### config.mk
export PLATFORM = sky130hd
export DESIGN_NAME = prog_seq_gen
export DESIGN_NICKNAME = d
export VERILOG_FILES = /design/src/rtl/prog_seq_gen.sv
export SDC_FILE = /design/constraint.sdc
export NUM_CORES = 1
export LEC_CHECK = 0
export ABC_AREA = 0
export CELL_PAD_IN_SITES_DETAIL_PLACEMENT = 1
export CELL_PAD_IN_SITES_GLOBAL_PLACEMENT = 2
export CORE_ASPECT_RATIO = 0.7
export CORE_MARGIN = 3
export CORE_UTILIZATION = 36
export DETAILED_ROUTE_END_ITERATION = 8
export PLACE_DENSITY = 0.84
export SLEW_MARGIN = 20
export SYNTH_ARGS = -nofsm -noshare
export SYNTH_HDL_FRONTEND = slang
export SYNTH_SLANG_ARGS = --single-unit
### constraint.sdc
create_clock -name clk -period 4.5 [get_ports clk]
set_input_delay 0.9 -clock clk [delete_from_list [all_inputs] [get_ports clk]]
set_output_delay 0.9 -clock clk [all_outputs]
set_load 0.05 [all_outputs]
### src/rtl/prog_seq_gen.sv
// prog_seq_gen: programmable table sequencer with wrap, ping-pong, one-shot and hold modes
module prog_seq_gen #(
  parameter int WIDTH = 3,
  parameter int DEPTH = 8,
  localparam int AW = $clog2(DEPTH)
) (
  input  logic             clk,
  input  logic             rst,
  input  logic             en,
  input  logic             restart,
  input  logic [1:0]       mode,
  input  logic [AW-1:0]    last_idx,
  input  logic             cfg_we,
  input  logic [AW-1:0]    cfg_addr,
  input  logic [WIDTH-1:0] cfg_data,
  output logic [WIDTH-1:0] out,
  output logic [AW-1:0]    idx,
  output logic             wrap,
  output logic             done
);
  logic [WIDTH-1:0] tbl [DEPTH];
  logic [AW-1:0] nxt;
  logic dir_down, nxt_down, nxt_wrap, nxt_done, load;
  logic at_end;
  assign at_end = idx >= last_idx;
  always_comb begin
    nxt = idx;
    nxt_down = dir_down;
    nxt_wrap = 1'b0;
    nxt_done = done;
    load = 1'b0;
    if (restart) begin
      nxt = '0;
      nxt_down = 1'b0;
      nxt_done = 1'b0;
      load = 1'b1;
    end else if (en) begin
      case (mode)
        2'b00: begin
          load = 1'b1;
          nxt = at_end ? '0 : idx + AW'(1);
          nxt_wrap = at_end;
        end
        2'b01: begin
          load = 1'b1;
          // a one-entry sequence never turns around; it just re-wraps on entry 0
          if (last_idx == '0) begin
            nxt = '0;
            nxt_down = 1'b0;
            nxt_wrap = 1'b1;
          end else if (!dir_down) begin
            nxt = !at_end ? idx + AW'(1) : (idx > last_idx ? last_idx : idx - AW'(1));
            nxt_down = at_end;
          end else if (idx == '0) begin
            nxt = AW'(1);
            nxt_down = 1'b0;
            nxt_wrap = 1'b1;
          end else begin
            nxt = idx - AW'(1);
          end
        end
        2'b10: begin
          if (!done) begin
            nxt_done = at_end;
            load = !at_end;
            nxt = at_end ? idx : idx + AW'(1);
          end
        end
        default: ;
      endcase
    end
  end
  always_ff @(posedge clk) begin
    if (rst) begin
      for (int i = 0; i < DEPTH; i++)
        tbl[i] <= WIDTH'(i == 1 ? 2 : i == 2 ? 3 : i == 3 ? 5 : 0);
      idx <= '0;
      dir_down <= 1'b0;
      out <= '0;
      wrap <= 1'b0;
      done <= 1'b0;
    end else begin
      if (cfg_we) tbl[cfg_addr] <= cfg_data;
      idx <= nxt;
      dir_down <= nxt_down;
      wrap <= nxt_wrap;
      done <= nxt_done;
      if (load) out <= (cfg_we && cfg_addr == nxt) ? cfg_data : tbl[nxt];
    end
  end
endmodule

## Word-level counts from Yosys, hierarchy flattened

Memories as Yosys holds them, arrays and structs flattened. A register that Yosys moved wholly into a read port is not among the register bits.
Cells that the tools add are included.

| word-level totals | value |
|---|---|
| bits in registers | 6 |
| memory bits (writable) | 24 |
| bits of input ports | 16 |
| output and inout bits | 8 |
| word-level logic and storage cells | 53 |
| memories kept | 1 |

| operators by class | value |
|---|---|
| add/subtract/negate cells | 2 |
| magnitude comparators | 2 |
| eq/ne operators | 2 |
| muxes and demuxes | 31 |
| bitwise gates (word level) | 1 |
| reduce and logical (&&, ||, !) cells | 10 |

Memories:

| memory | depth | width | rd ports | clocked after Yosys merged registers in | write ports | RTL line | RTL |
|---|---|---|---|---|---|---|---|
| tbl | 8 | 3 | 1 | 1 | 8 | 21 | `logic [WIDTH-1:0] tbl [DEPTH];` |

Operators by type and width:

| cell | number |
|---|---|
| $mux W3 | 12 |
| $mux W1 | 16 |
| $pmux W3 S3 | 1 |
| $logic_not A3 Y1 | 2 |
| $reduce_or A3 Y1 | 2 |
| $pmux W1 S2 | 2 |
| $reduce_and A2 Y1 | 2 |
| $reduce_or A2 Y1 | 2 |
| $add A3 B1 Y3 const B | 1 |
| $ge A3 B3 Y1 | 1 |
| $gt A3 B3 Y1 | 1 |
| $sub A3 B1 Y3 const B | 1 |
| $eq A2 B1 Y1 const B | 1 |
| $eq A2 B2 Y1 const B | 1 |
| $logic_not A2 Y1 | 1 |
| $logic_not A1 Y1 | 1 |
| $not A1 Y1 | 1 |

## Longest topological paths before layout

| logic depth | value |
|---|---|
| depth in word-level cells | 8 |
| gate-level depth with buffers | 15 |
| gate-level depth less buffers | 14 |

## Least setup slack after synthesis

No wires, ideal clock.

| timing | value |
|---|---|
| path kind | input-to-reg |
| start | input port last_idx[2] |
| end | register out[0] (read register of tbl) |
| library setup time | 122 ps |
| data arrival time | 3507 ps |
| required time | 4378 ps |
| setup slack | 871 ps |
| stages | 15 |
| buffers on the path | 1 |
| cells stage by stage | inv_1 -> ha_1 -> buf_6 -> nand2_1 -> o21ai_1 -> inv_1 -> ha_1 -> nor2b_1 -> o211ai_1 -> a32o_1 -> o211ai_1 -> xor2_1 -> and4_1 -> nor3_1 -> a221o_1 |

| on the way | value |
|---|---|
| word-level cells in the longest chain between the ends | 8 |
| elaborated cells on any way between the ends | 18 |
| those cells by class | 2 x order compare; 14 x mux; 2 x reduce/logical |

RTL lines:

| element | RTL line | RTL |
|---|---|---|
| from (decl) | 12 | `input logic [AW-1:0] last_idx,` |
| $gt A3 B3 Y1 | 52 | `nxt = !at_end ? idx + AW'(1) : (idx > last_idx ? last_idx : idx - AW'(1));` |
| $mux W3 (2 in a row) | 52 |  |
| $mux W3 | 51 | `end else if (!dir_down) begin` |
| $mux W3 | 47 | `if (last_idx == '0) begin` |
| $pmux W3 S3 | 38 | `case (mode)` |
| $mux W3 | 37 | `end else if (en) begin` |
| $mux W3 | 32 | `if (restart) begin` |
| to (decl) | 16 | `output logic [WIDTH-1:0] out,` |

Parallel ways exist; a longest one is shown, timed or not.
A chain may end at the register's enable or synchronous reset.

## Final worst setup path

| timing | value |
|---|---|
| start | input port last_idx[2] |
| end | register out[2] (read register of tbl) |

Same word-level chain as after synthesis.

==> out/qor.yml <==
status:
  status: "finished, final reports clean"
timing:
  fin_hold_ws_ps: 625.9
  timing.fmax_ghz: 0.2378
  setup_ws_ps: 294.2
  max-slew-margin-rel_pct: 62.91
  grt_setup_unrepaired: "no"
  finalMaxSlewViolations: 0
  finalClockSkew_ps: 5.772
  fin_tns_setup_ps: 0
  finalHoldViolCount: 0
  setup_viol: 0
  finalCritPeriodShare_pct: 93.46
  tightest_slew_ps: 556.3
  period_minus_slack_ps: 4206
floorplanning:
  die_area_um2: 7032
  row_count: 23
  io_pins: 24
  initial_core_util_pct: 37.64
  die_h_um: 71.07
  die_w_um: 98.95
  design.core.area_um2: 5784
grt:
  grt_pass1_vias: 1694
  antenna_found_initial: 0
  grt_pass1_wl_um: 9308
  track_usage_pct: 17.19
  grt_max_degree: 23
  grt.overflow.total: 0
place:
  place_area_um2: 2521
  place.detailed.hpwl_um: 4605
  place.gp.congestion: 0.8506
  io_buffers: 23
  dpl_worst_slack_ps: 61.88
critical_path:
  crit_type: "in -> reg"
  critPathArrivalTime_ps: 4370
  cp-endpoint: "out[2]$_SDFFE_PP0P_"
  reg2reg_from: "idx[0]$_SDFF_PP0_"
  critPathRequiredTime_ps: 4660
  rr_worst_depth: 14
  crit_fanout: 10
  rr_endpoint: "out[2]$_SDFFE_PP0P_"
  crit_path_start: "last_idx[2]"
  cp-end-kind: "register"
  rrSetupSlack_ps: 750
  startpoint_type: "input port"
layout:
  final_core_util_pct: 44.99
  nFillCells: 664
  design_area_um2: 2603
  finalNetCount: 272
  drive_gt1_share_pct: 10.80
  area_growth_pct: 19.54
  antennaDiodeCount: 0
route:
  wl_met2_um: 2367
  initialDrtViolationCount: 94
  met1_length_um: 3263
  avgRoutedWirePerCell_um: 18.39
  vias: 1806
  top_layer_used: "met4"
  routed_wirelength_um: 5977
  viasPerCell: 5.557
  drcViolationCount: 0
  ant_nets: 0
  wl_met3_um: 313
  first_pass_iters: 4
power_and_ir_drop:
  vdd_ir_drop_max_mv: 0.1561
  p_leak_uw: 0.0009066
  power_density_nw_per_um2: 284.7
synthesis:
  ys_top_cells_by_count: "24 x edfxtp_1, 13 x mux2i_1, 13 x nand2_1"
  synth_cell_types: 52
  synth_most_common_cell: "edfxtp_1"
  synth_nets: 242
  async_flop_share_pct: 0
  yosys_warnings: 0
  syn_avg_cell_area_um2: 9.941
  ys_ff_latch: 33
  synth_area_leaders: "edfxtp_1 33%, dfxtp_1 8.3%, mux2i_1 6.0%"
  synth_edf_count: 24
  yosys.area.top_type: "edfxtp_1"
  synth_cells: 219
  syn_area_um2: 2177
  yosysTopAreaCellShare_pct: 33.10
  synth_ff_type: "edfxtp_1"
  ys_seq_area_share_pct: 41.38
job:
  cap_viol_max_count: 0
clock_tree:
  clkLatencyLatePin_ps: 280
  h-tree-depth: 2
  cts-root-buf: "clkbuf_8"
  clockBufferDepth: 2
  path_clk_slew_ps: 70
  cts_hold_buffers: 0
  cts_repair_resize_count: 0
  cts_tree: "yes"
  clock-sinks: 33
  post-cts-setup-buffer-count: 0
  cts_buffers: 5
hold_path:
  hp-class: "reg -> reg"
[worst min path at each step]
stage	from	to	slack, ps	cells past startpoint
2_1_floorplan	dir_down$_SDFFE_PP0P_	dir_down$_SDFFE_PP0P_	570	2
3_3_place_gp	out[0]$_SDFFE_PP0P_	out[0]$_SDFFE_PP0P_	610	2
3_5_place_dp	out[0]$_SDFFE_PP0P_	out[0]$_SDFFE_PP0P_	610	2
4_1_cts	out[0]$_SDFFE_PP0P_	out[0]$_SDFFE_PP0P_	630	2
5_1_grt	out[0]$_SDFFE_PP0P_	out[0]$_SDFFE_PP0P_	690	2
6_report	out[0]$_SDFFE_PP0P_	out[0]$_SDFFE_PP0P_	630	2
[worst max-delay path, stage by stage]
cell and delay [ps]:
clkdlybuf4s50_1 500, inv_1 50, ha_1 450, nand2_1 120, o21ai_1 220, inv_1 90
ha_1 270, nor2b_1 120, o211ai_1 110, a32o_1 230, o211ai_1 380, xor2_1 190
and4_1 270, nor3_1 100, a221o_1 360
[power by group]
part	total, µW	internal, µW	switching (µW)
clock	213	104	109
combinational	173	72.3	101
sequential	355	344	10.2
[per-stage QoR]
step                power (µW)  std cells
floorplan                469.0        219
global placement         529.4        317
detailed placement       531.7        317
CTS                      744.9        325
global route             771.8        325
finish                   740.9        325
[state kept, by name, indices dropped and copies added (netlist names)]
| register | cells |
|---|---|
| idx | 3 |
| wrap | 1 |
| dir_down | 1 |
| tbl | 24 |
| done | 1 |
| out | 3 |
[cell type report]
class / count / area, µm² / area share [%]
sequential: 33 / 900.9 / 34.62
clock inverter: 3 / 12.51 / 0.4808
tap: 75 / 93.84 / 3.606
timing repair buffer: 29 / 287.8 / 11.06
clock buffer: 5 / 68.82 / 2.644
multi-input combinational: 168 / 1194 / 45.87
inverter: 12 / 45.04 / 1.731
[per-layer routing]
metal	global-route usage, %	up-vias
met5	0	-
met4	3.636	0
met3	3.645	4
met2	23.21	45
met1	27.66	884
li1	-	873
[layout by cell type (no fill, tap or decap), drive strengths merged, types with 2 or more instances in the layout]
cell | Yosys | routed
dfxtp | 9 | 9
a31oi | 6 | 6
xor2 | 3 | 3
a211oi | 3 | 3
nor4 | 4 | 4
a221o | 3 | 3
mux2i | 13 | 13
clkdlybuf4s50 | 0 | 23
edfxtp | 24 | 24
buf | 2 | 6
o211ai | 3 | 3
o2111ai | 4 | 4
nor2b | 11 | 11
nand2b | 7 | 7
a21oi | 5 | 5
o22ai | 6 | 6
or3 | 2 | 2
nor4b | 2 | 2
nor3 | 9 | 9
or2 | 13 | 13
clkinv | 1 | 4
inv | 11 | 11
nand3 | 3 | 3
nor4bb | 2 | 2
nand2 | 13 | 13
and2 | 13 | 13
ha | 7 | 7
a2111oi | 3 | 3
xnor2 | 2 | 2
nand3b | 2 | 2
nor2 | 11 | 11
clkbuf | 4 | 5
o21ai | 5 | 5
[kinds of logic after synthesis]
kind of cell | Yosys count | synth area share (%)
simple gates | 97 | 25.86
compound gates | 45 | 16.26
flops | 33 | 41.38
buf+inv | 18 | 3.793
mux | 14 | 6.666
fa+ha+maj | 7 | 4.023
xor+xnor | 5 | 2.012
No activity file was read; power rests on OpenSTA's default activity.
